[config.mk]
export PLATFORM = sky130hd
export DESIGN_NAME = posit_product_pipe
export DESIGN_NICKNAME = d
export VERILOG_FILES = /design/src/rtl/posit_product_pipe_pkg.sv /design/src/rtl/posit_pipe_slice.sv /design/src/rtl/posit_product_pipe.sv
export SDC_FILE = /design/constraint.sdc
export NUM_CORES = 2
export LEC_CHECK = 0
export ABC_AREA = 1
export CORE_MARGIN = 2
export CORE_UTILIZATION = 60
export CTS_CLUSTER_SIZE = 25
export DETAILED_ROUTE_END_ITERATION = 8
export GPL_TIMING_DRIVEN = 0
export PLACE_DENSITY = 0.79
export SLEW_MARGIN = 20
export SYNTH_ARGS = -nofsm -noshare
export SYNTH_HDL_FRONTEND = slang
export SYNTH_SLANG_ARGS = --single-unit
[constraint.sdc]
create_clock -name clk -period 12.9 [get_ports clk]
set_clock_uncertainty 0.15 [all_clocks]
set_input_delay 2.58 -clock clk [delete_from_list [all_inputs] [get_ports clk]]
set_output_delay 2.58 -clock clk [all_outputs]
set_load 0.005 [all_outputs]
[src/rtl/posit_product_pipe_pkg.sv]
// Shared posit width helpers and the legacy 32/2 constants.
package posit_product_pipe_pkg;

  function automatic int unsigned fbits(input int unsigned n, input int unsigned es);
    return n - 3 - es;
  endfunction

  function automatic int unsigned mbits(input int unsigned n, input int unsigned es);
    return 2 * (fbits(n, es) + 1);
  endfunction

  function automatic int unsigned sbits(input int unsigned n, input int unsigned es);
    return unsigned'($clog2(n)) + es + 1;
  endfunction

  localparam int unsigned POSIT_NBITS = 32;
  localparam int unsigned POSIT_ES    = 2;
  localparam int unsigned POSIT_FBITS = fbits(POSIT_NBITS, POSIT_ES);
  localparam int unsigned POSIT_MBITS = mbits(POSIT_NBITS, POSIT_ES);
  localparam int unsigned POSIT_SBITS = sbits(POSIT_NBITS, POSIT_ES);

endpackage

[src/rtl/posit_pipe_slice.sv]
// One valid/ready register stage; loads when empty or when the next stage loads.
module posit_pipe_slice #(
  parameter int unsigned WIDTH = 8
) (
  input  logic             clk,
  input  logic             rst_n,
  input  logic             in_valid,
  input  logic [WIDTH-1:0] in_data,
  input  logic             next_load,
  output logic             load_c,
  output logic             out_valid,
  output logic [WIDTH-1:0] out_data
);

  logic             valid_q, valid_d;
  logic [WIDTH-1:0] data_q, data_d;

  assign load_c = !valid_q | next_load;

  always_comb begin
    valid_d = valid_q;
    data_d  = data_q;
    if (load_c) begin
      valid_d = in_valid;
      if (in_valid) data_d = in_data;
    end
  end

  always_ff @(posedge clk or negedge rst_n) begin
    if (!rst_n) begin
      valid_q <= 1'b0;
      data_q  <= '0;
    end else begin
      valid_q <= valid_d;
      data_q  <= data_d;
    end
  end

  assign out_valid = valid_q;
  assign out_data  = data_q;

endmodule

[src/rtl/posit_product_pipe.sv]
// Pipelined posit mantissa/scale multiplier with valid/ready flow control.
// Define POSIT_PRODUCT_SAT_EN to clamp the product scale to the maxpos/minpos range.
module posit_product_pipe
  import posit_product_pipe_pkg::*;
#(
  parameter int unsigned NBITS   = 32,
  parameter int unsigned ES      = 2,
  parameter int unsigned LATENCY = 3
) (
  input  logic                              clk,
  input  logic                              rst_n,
  input  logic                              in_valid,
  output logic                              in_ready,
  input  logic                              a_sign,
  input  logic [sbits(NBITS, ES)-1:0]       a_scale,
  input  logic [fbits(NBITS, ES)-1:0]       a_fraction,
  input  logic                              a_inf,
  input  logic                              a_zero,
  input  logic                              b_sign,
  input  logic [sbits(NBITS, ES)-1:0]       b_scale,
  input  logic [fbits(NBITS, ES)-1:0]       b_fraction,
  input  logic                              b_inf,
  input  logic                              b_zero,
  output logic                              out_valid,
  input  logic                              out_ready,
  output logic                              out_sign,
  output logic [sbits(NBITS, ES):0]         out_scale,
  output logic [((ES > 0) ? ES : 1)-1:0]    out_exponent,
  output logic [mbits(NBITS, ES)-1:0]       out_fraction,
  output logic                              out_inf,
  output logic                              out_zero
);

  localparam int unsigned FBITS  = fbits(NBITS, ES);
  localparam int unsigned FHBITS = FBITS + 1;
  localparam int unsigned MBITS  = mbits(NBITS, ES);
  localparam int unsigned SBITS  = sbits(NBITS, ES);
  localparam int unsigned EW     = (ES > 0) ? ES : 1;
  localparam int unsigned OW     = 2 * (SBITS + FBITS + 3);
  localparam int unsigned PW     = SBITS + 1 + MBITS + 3;

  logic [LATENCY:0]   ld;
  logic [LATENCY-1:0] vld;
  logic [OW-1:0]      s0_q;
  logic [PW-1:0]      st_in [1:LATENCY-1];
  logic [PW-1:0]      st_q  [1:LATENCY-1];

  assign ld[LATENCY] = out_ready;
  assign in_ready    = ld[0] & rst_n;

  posit_pipe_slice #(.WIDTH(OW)) u_slice0 (
    .clk       (clk),
    .rst_n     (rst_n),
    .in_valid  (in_valid),
    .in_data   ({a_sign, a_scale, a_fraction, a_inf, a_zero,
                 b_sign, b_scale, b_fraction, b_inf, b_zero}),
    .next_load (ld[1]),
    .load_c    (ld[0]),
    .out_valid (vld[0]),
    .out_data  (s0_q)
  );

  // Product stage: hidden-bit multiply, scale sum and special resolution
  logic               s0_a_sign, s0_a_inf, s0_a_zero, s0_b_sign, s0_b_inf, s0_b_zero;
  logic [SBITS-1:0]   s0_a_scale, s0_b_scale;
  logic [FBITS-1:0]   s0_a_frac, s0_b_frac;
  logic               p_sign, p_inf, p_zero;
  logic [SBITS:0]     p_scale;
  logic [MBITS-1:0]   p_mant;
  logic [PW-1:0]      prod_pl;

  assign {s0_a_sign, s0_a_scale, s0_a_frac, s0_a_inf, s0_a_zero,
          s0_b_sign, s0_b_scale, s0_b_frac, s0_b_inf, s0_b_zero} = s0_q;

  always_comb begin
    p_inf   = s0_a_inf | s0_b_inf;
    p_zero  = !p_inf & (s0_a_zero | s0_b_zero);
    p_sign  = s0_a_sign ^ s0_b_sign;
    p_scale = {s0_a_scale[SBITS-1], s0_a_scale} + {s0_b_scale[SBITS-1], s0_b_scale};
    p_mant  = MBITS'({1'b1, s0_a_frac}) * MBITS'({1'b1, s0_b_frac});
    if (p_inf | p_zero) begin
      p_sign  = 1'b0;
      p_scale = '0;
      p_mant  = '0;
    end
  end

  assign prod_pl = {p_sign, p_scale, p_mant, p_inf, p_zero};

  // Product lies in [1,4): shift the leading one out and bump scale when >= 2
  function automatic logic [PW-1:0] normalise(input logic [PW-1:0] x);
    logic             sign, inf, zero;
    logic [SBITS:0]   scale;
    logic [MBITS-1:0] mant, frac;
`ifdef POSIT_PRODUCT_SAT_EN
    localparam int unsigned  SAT_LIM   = (NBITS - 2) << ES;
    localparam logic [SBITS:0] SCALE_MAX = (SBITS + 1)'(SAT_LIM);
    localparam logic [SBITS:0] SCALE_MIN = (SBITS + 1)'(-int'(SAT_LIM));
`endif
    {sign, scale, mant, inf, zero} = x;
    if (mant[MBITS-1]) begin
      scale = scale + (SBITS + 1)'(1);
      frac  = {mant[MBITS-2:0], 1'b0};
    end else begin
      frac  = {mant[MBITS-3:0], 2'b00};
    end
`ifdef POSIT_PRODUCT_SAT_EN
    if ($signed(scale) > $signed(SCALE_MAX)) begin
      scale = SCALE_MAX;
      frac  = '0;
    end else if ($signed(scale) < $signed(SCALE_MIN)) begin
      scale = SCALE_MIN;
      frac  = '0;
    end
`endif
    return {sign, scale, frac, inf, zero};
  endfunction

  for (genvar i = 1; i < LATENCY; i++) begin : g_stage
    logic [PW-1:0] base;
    if (i == 1) begin : g_first
      assign base = prod_pl;
    end else begin : g_retime
      assign base = st_q[i-1];
    end
    if (i == LATENCY - 1) begin : g_norm
      assign st_in[i] = normalise(base);
    end else begin : g_pass
      assign st_in[i] = base;
    end
    posit_pipe_slice #(.WIDTH(PW)) u_slice (
      .clk       (clk),
      .rst_n     (rst_n),
      .in_valid  (vld[i-1]),
      .in_data   (st_in[i]),
      .next_load (ld[i+1]),
      .load_c    (ld[i]),
      .out_valid (vld[i]),
      .out_data  (st_q[i])
    );
  end

  assign out_valid = vld[LATENCY-1];
  assign {out_sign, out_scale, out_fraction, out_inf, out_zero} = st_q[LATENCY-1];

  if (ES > 0) begin : g_exp
    assign out_exponent = out_scale[EW-1:0];
  end else begin : g_noexp
    assign out_exponent = '0;
  end

endmodule

==> metrics.md <==
| Metric | Value |
|---|---|
| CP Max Fanout | `10` |
| GP Congestion | `1.06` |
| FF+latch count, synth | `214` |
| # IOs | `152` |
| DRT antenna net count | `0` |
| Capturing point of the worst reg2reg path | `g_stage[1].u_slice.out_data[57]$_DFFE_PN0P_` |
| Die Area | `63,000 µm²` |
| Seq/Total Area, Yosys | `14.6%` |
| PnR worst setup slack | `4780 ps` |
| Fin cells | `5,739` |
| Synth Instances | `4,756` |
| Fin nets | `5,909` |
| Root Driver | `clkbuf_16` |
| Bufs on Longest Clock Path | `3` |
| Placed cells | `between 5,000 and 6,000` |
| Area Growth Syn to Fin | `9.25%` |
| Vias per cell | `approximately 5.5` |
| CTS clock-pin slew for the worst setup and hold paths | `60 ps` |
| Synth top area cells | `fa_1 37%, inv_1 15%, dfrtp_1 15%, nand2_1 14%, ha_1 7.5%` |
| Crit. Startpoint | `u_slice0.out_data[56]$_DFFE_PN0P_` |
| Final WL | `121 mm` |
| Total grt overflow | `0` |
| Largest area contributor in the netlist | `fa_1` |
| Drt wl/cell | `between 20 and 25 µm` |
| Hold Slack | `between 300 and 400 ps` |
| Share of layout cells above drive strength 1 | `3.77%` |
| Cts repair resizes | `0` |
| First-pass GRT wire length | `between 150 and 200 mm` |
| Reg2reg path depth | `25` |
| Clk_lat worst skew | `590 ps` |
| FF-to-FF setup slack | `4780 ps` |
| Netlist Area Pre-Place | `around 37,000 µm²` |
| Initial antenna violation count | `2` |
| Max_slew headroom | `22.7%` |
| Core Box Area | `60,400 µm²` |
| CTS Hold Bufs | `0` |
| Fmax achieved | `0.123 GHz` |
| Worst reg2reg startpoint | `u_slice0.out_data[56]$_DFFE_PN0P_` |
| Final Cycle Share | `62.9%` |
| Syn Area/Cell | `approximately 7.7 µm²` |
| H-tree depth | `1` |
| Finished Core Util | `66.2%` |
| Initial cell density of the core | `60.6%` |
| Worst slack at placement | `5050 ps` |
| Yosys Warn Count | `0` |
| Outcome | `finished, final reports clean` |
| Data arrival, critical path | `8420 ps` |
| DRC | `0` |
| RSZ-0062 raised after global routing | `no` |
| Setup repair bufs after CTS | `0` |
| Syn Nets | `5,729` |
| Final critical path time including I/O delays and setup | `8120 ps` |
| Required time of the worst setup path | `13,200 ps` |
| WHS Endpoint | `g_stage[2].u_slice.out_data[60]$_DFFE_PN0P_` |
| Die H | `roughly 250 µm` |
| Iteration-0 DRC Markers | `around 3,500` |
| Tightest Pin Transition | `roughly 1200 ps` |
| TritonCTS Buffers | `26` |
| Global-route usage over all layers | `39.8%` |
| Max-slew violation count | `0` |
| Critical path type | `register to register` |
| IO buf count | `150` |
| Synth top area share | `36.9%` |
| Die Wd | `251 µm` |
| Hold Path Stages | `2` |
| # rows | `90` |
| Synth unique cells | `40` |
| Most used DFF post-synth | `dfrtp_1` |
| CTS tree | `yes` |
| Worst Setup Start Kind | `register` |
| Vias in the first global route | `32,300` |
| # setup viols final | `0` |
| DRT Pass-1 Iters | `8` |
| Crit path capture type | `register` |
| Hold Fails Final Rpt | `0` |
| Hold crit path type | `register to register` |
| Post-synth EDFFs | `0` |
| Min-delay src | `g_stage[2].u_slice.out_data[60]$_DFFE_PN0P_` |
| Post-DP HPWL | `98.5 mm` |
| Largest net degree at the start of global routing | `84` |
| Max cap viols | `0` |
| Async set-or-reset flop fraction in the synthesized netlist | `100%` |
| Via total after detailed routing | `31,400` |
| Clock sink count | `approximately 210` |
==> synthesized netlist by cell type, types with 2 or more instances <==
cell type  number
inv_1        1450
nand2_1      1376
fa_1          675
ha_1          218
dfrtp_1       214
nor2_1        165
clkbuf_1      117
a21oi_1        76
buf_1          67
nand3_1        67
a31oi_1        56
mux2_2         55
o21ai_0        43
buf_2          24
o21ai_1        22
nor2_2         19
nand2_2        17
nand4_1        12
xnor2_1         8
a21boi_0        7
buf_4           6
nor3_1          6
o21bai_1        6
inv_2           5
nand3_2         5
nor2_4          5
a32o_1          4
o22ai_1         4
o31ai_1         4
xor2_1          4
and2_1          3
nand3b_1        3
nor3_2          3
nor4_1          3
or2_2           2
==> area by class of cell <==
type	instances	area, µm²
Multi-Input combinational cell	2872	24900
Antenna cell	2	5.00
Timing Repair Buffer	152	1560
Tap cell	782	978
Fill cell	5212	20400
Clock buffer	37	743
Clock inverter	10	96.3
Buffer	214	857
Inverter	1456	5470
Sequential cell	214	5360
==> sequential cells by signal (all words and copies together), names as in the netlist <==
name	flops
u_slice0.out_data	76
g_stage.u_slice.out_valid	2
g_stage.u_slice.out_data	135
u_slice0.out_valid	1
==> through the flow <==
step                instance area [µm²]  setup TNS (ps)
finish                            40000               0
global route                      40000               0
CTS                               40000               0
detailed placement                39100               0
global placement                  39100         -121340
floorplan                         36600               0
==> layer usage <==
| metal | vias to the layer above | global-route usage (%) | part of all wire (%) |
|---|---|---|---|
| met5 | - | 0.232 | 0.012 |
| li1 | 13700 | - | - |
| met1 | 15300 | 51.4 | 37 |
| met4 | 2 | 22.7 | 7.5 |
| met3 | 482 | 10.7 | 13 |
| met2 | 1888 | 60.9 | 43 |
==> placed cells by master, fill, tap and decap left out, types with 3 or more instances in the layout <==
master,instances
mux2_2,55
clkbuf_1,123
a32o_1,4
and2_1,3
inv_1,1450
nand3b_1,3
nor2_1,165
nand4_1,12
clkbuf_8,3
o21bai_1,6
fa_1,675
dfrtp_1,214
inv_2,5
nand3_2,5
a21boi_0,7
clkinvlp_4,4
o21ai_1,22
a21oi_1,76
a31oi_1,56
ha_1,218
nor2_2,19
xor2_1,4
nand3_1,67
buf_1,67
nor3_2,3
nor2_4,5
o21ai_0,43
nor4_1,3
clkbuf_16,27
o31ai_1,4
nor3_1,6
xnor2_1,8
buf_2,24
o22ai_1,4
nand2_2,17
buf_4,6
nand2_1,1376
clkdlybuf4s50_1,149
==> cell families after synthesis <==
family                   after synthesis  share of synthesized area [%]
adder cells (fa/ha/maj)              893                           44.4
XOR/XNOR                              12                          0.287
multiplexers                          55                           1.69
AND/OR/NAND/NOR                     1688                           18.3
AO/OA/AOI/OAI                        223                           3.43
flip-flops                           214                           14.6
buffers and inverters               1670                           17.3
other                                  1                         0.0102
==> critical path, cell delays in order, from the launching register on <==
cell and delay, ps:
dfrtp_1 370, clkbuf_1 800, buf_1 790, nand2_1 180, fa_1 590, fa_1 560
inv_1 50, fa_1 480, fa_1 580, fa_1 450, fa_1 500, inv_1 50
fa_1 610, inv_1 90, ha_1 450, nand2_2 120, nor2_1 170, inv_1 110
nor2_2 250, nand2_1 120, nor2_1 100, nand2_1 80, nand3_1 80, nand2_1 50
nand3_1 130, nand2_1 80
==> worst max path at each step <==
| stage | end | slack (ps) |
|---|---|---|
| detailed placement | g_stage[1].u_slice.out_data[57]$_DFFE_PN0P_ | 5050 |
| finish | g_stage[1].u_slice.out_data[57]$_DFFE_PN0P_ | 4780 |
| global placement | in_ready | -1540 |
| floorplan | g_stage[1].u_slice.out_data[57]$_DFFE_PN0P_ | 6740 |
| global route | g_stage[1].u_slice.out_data[53]$_DFFE_PN0P_ | 4620 |
| CTS | g_stage[1].u_slice.out_data[57]$_DFFE_PN0P_ | 5040 |
Power is left out: the tool's default activity adds up to more than one toggle a clock period on the data nets, which glitch-free logic cannot reach.
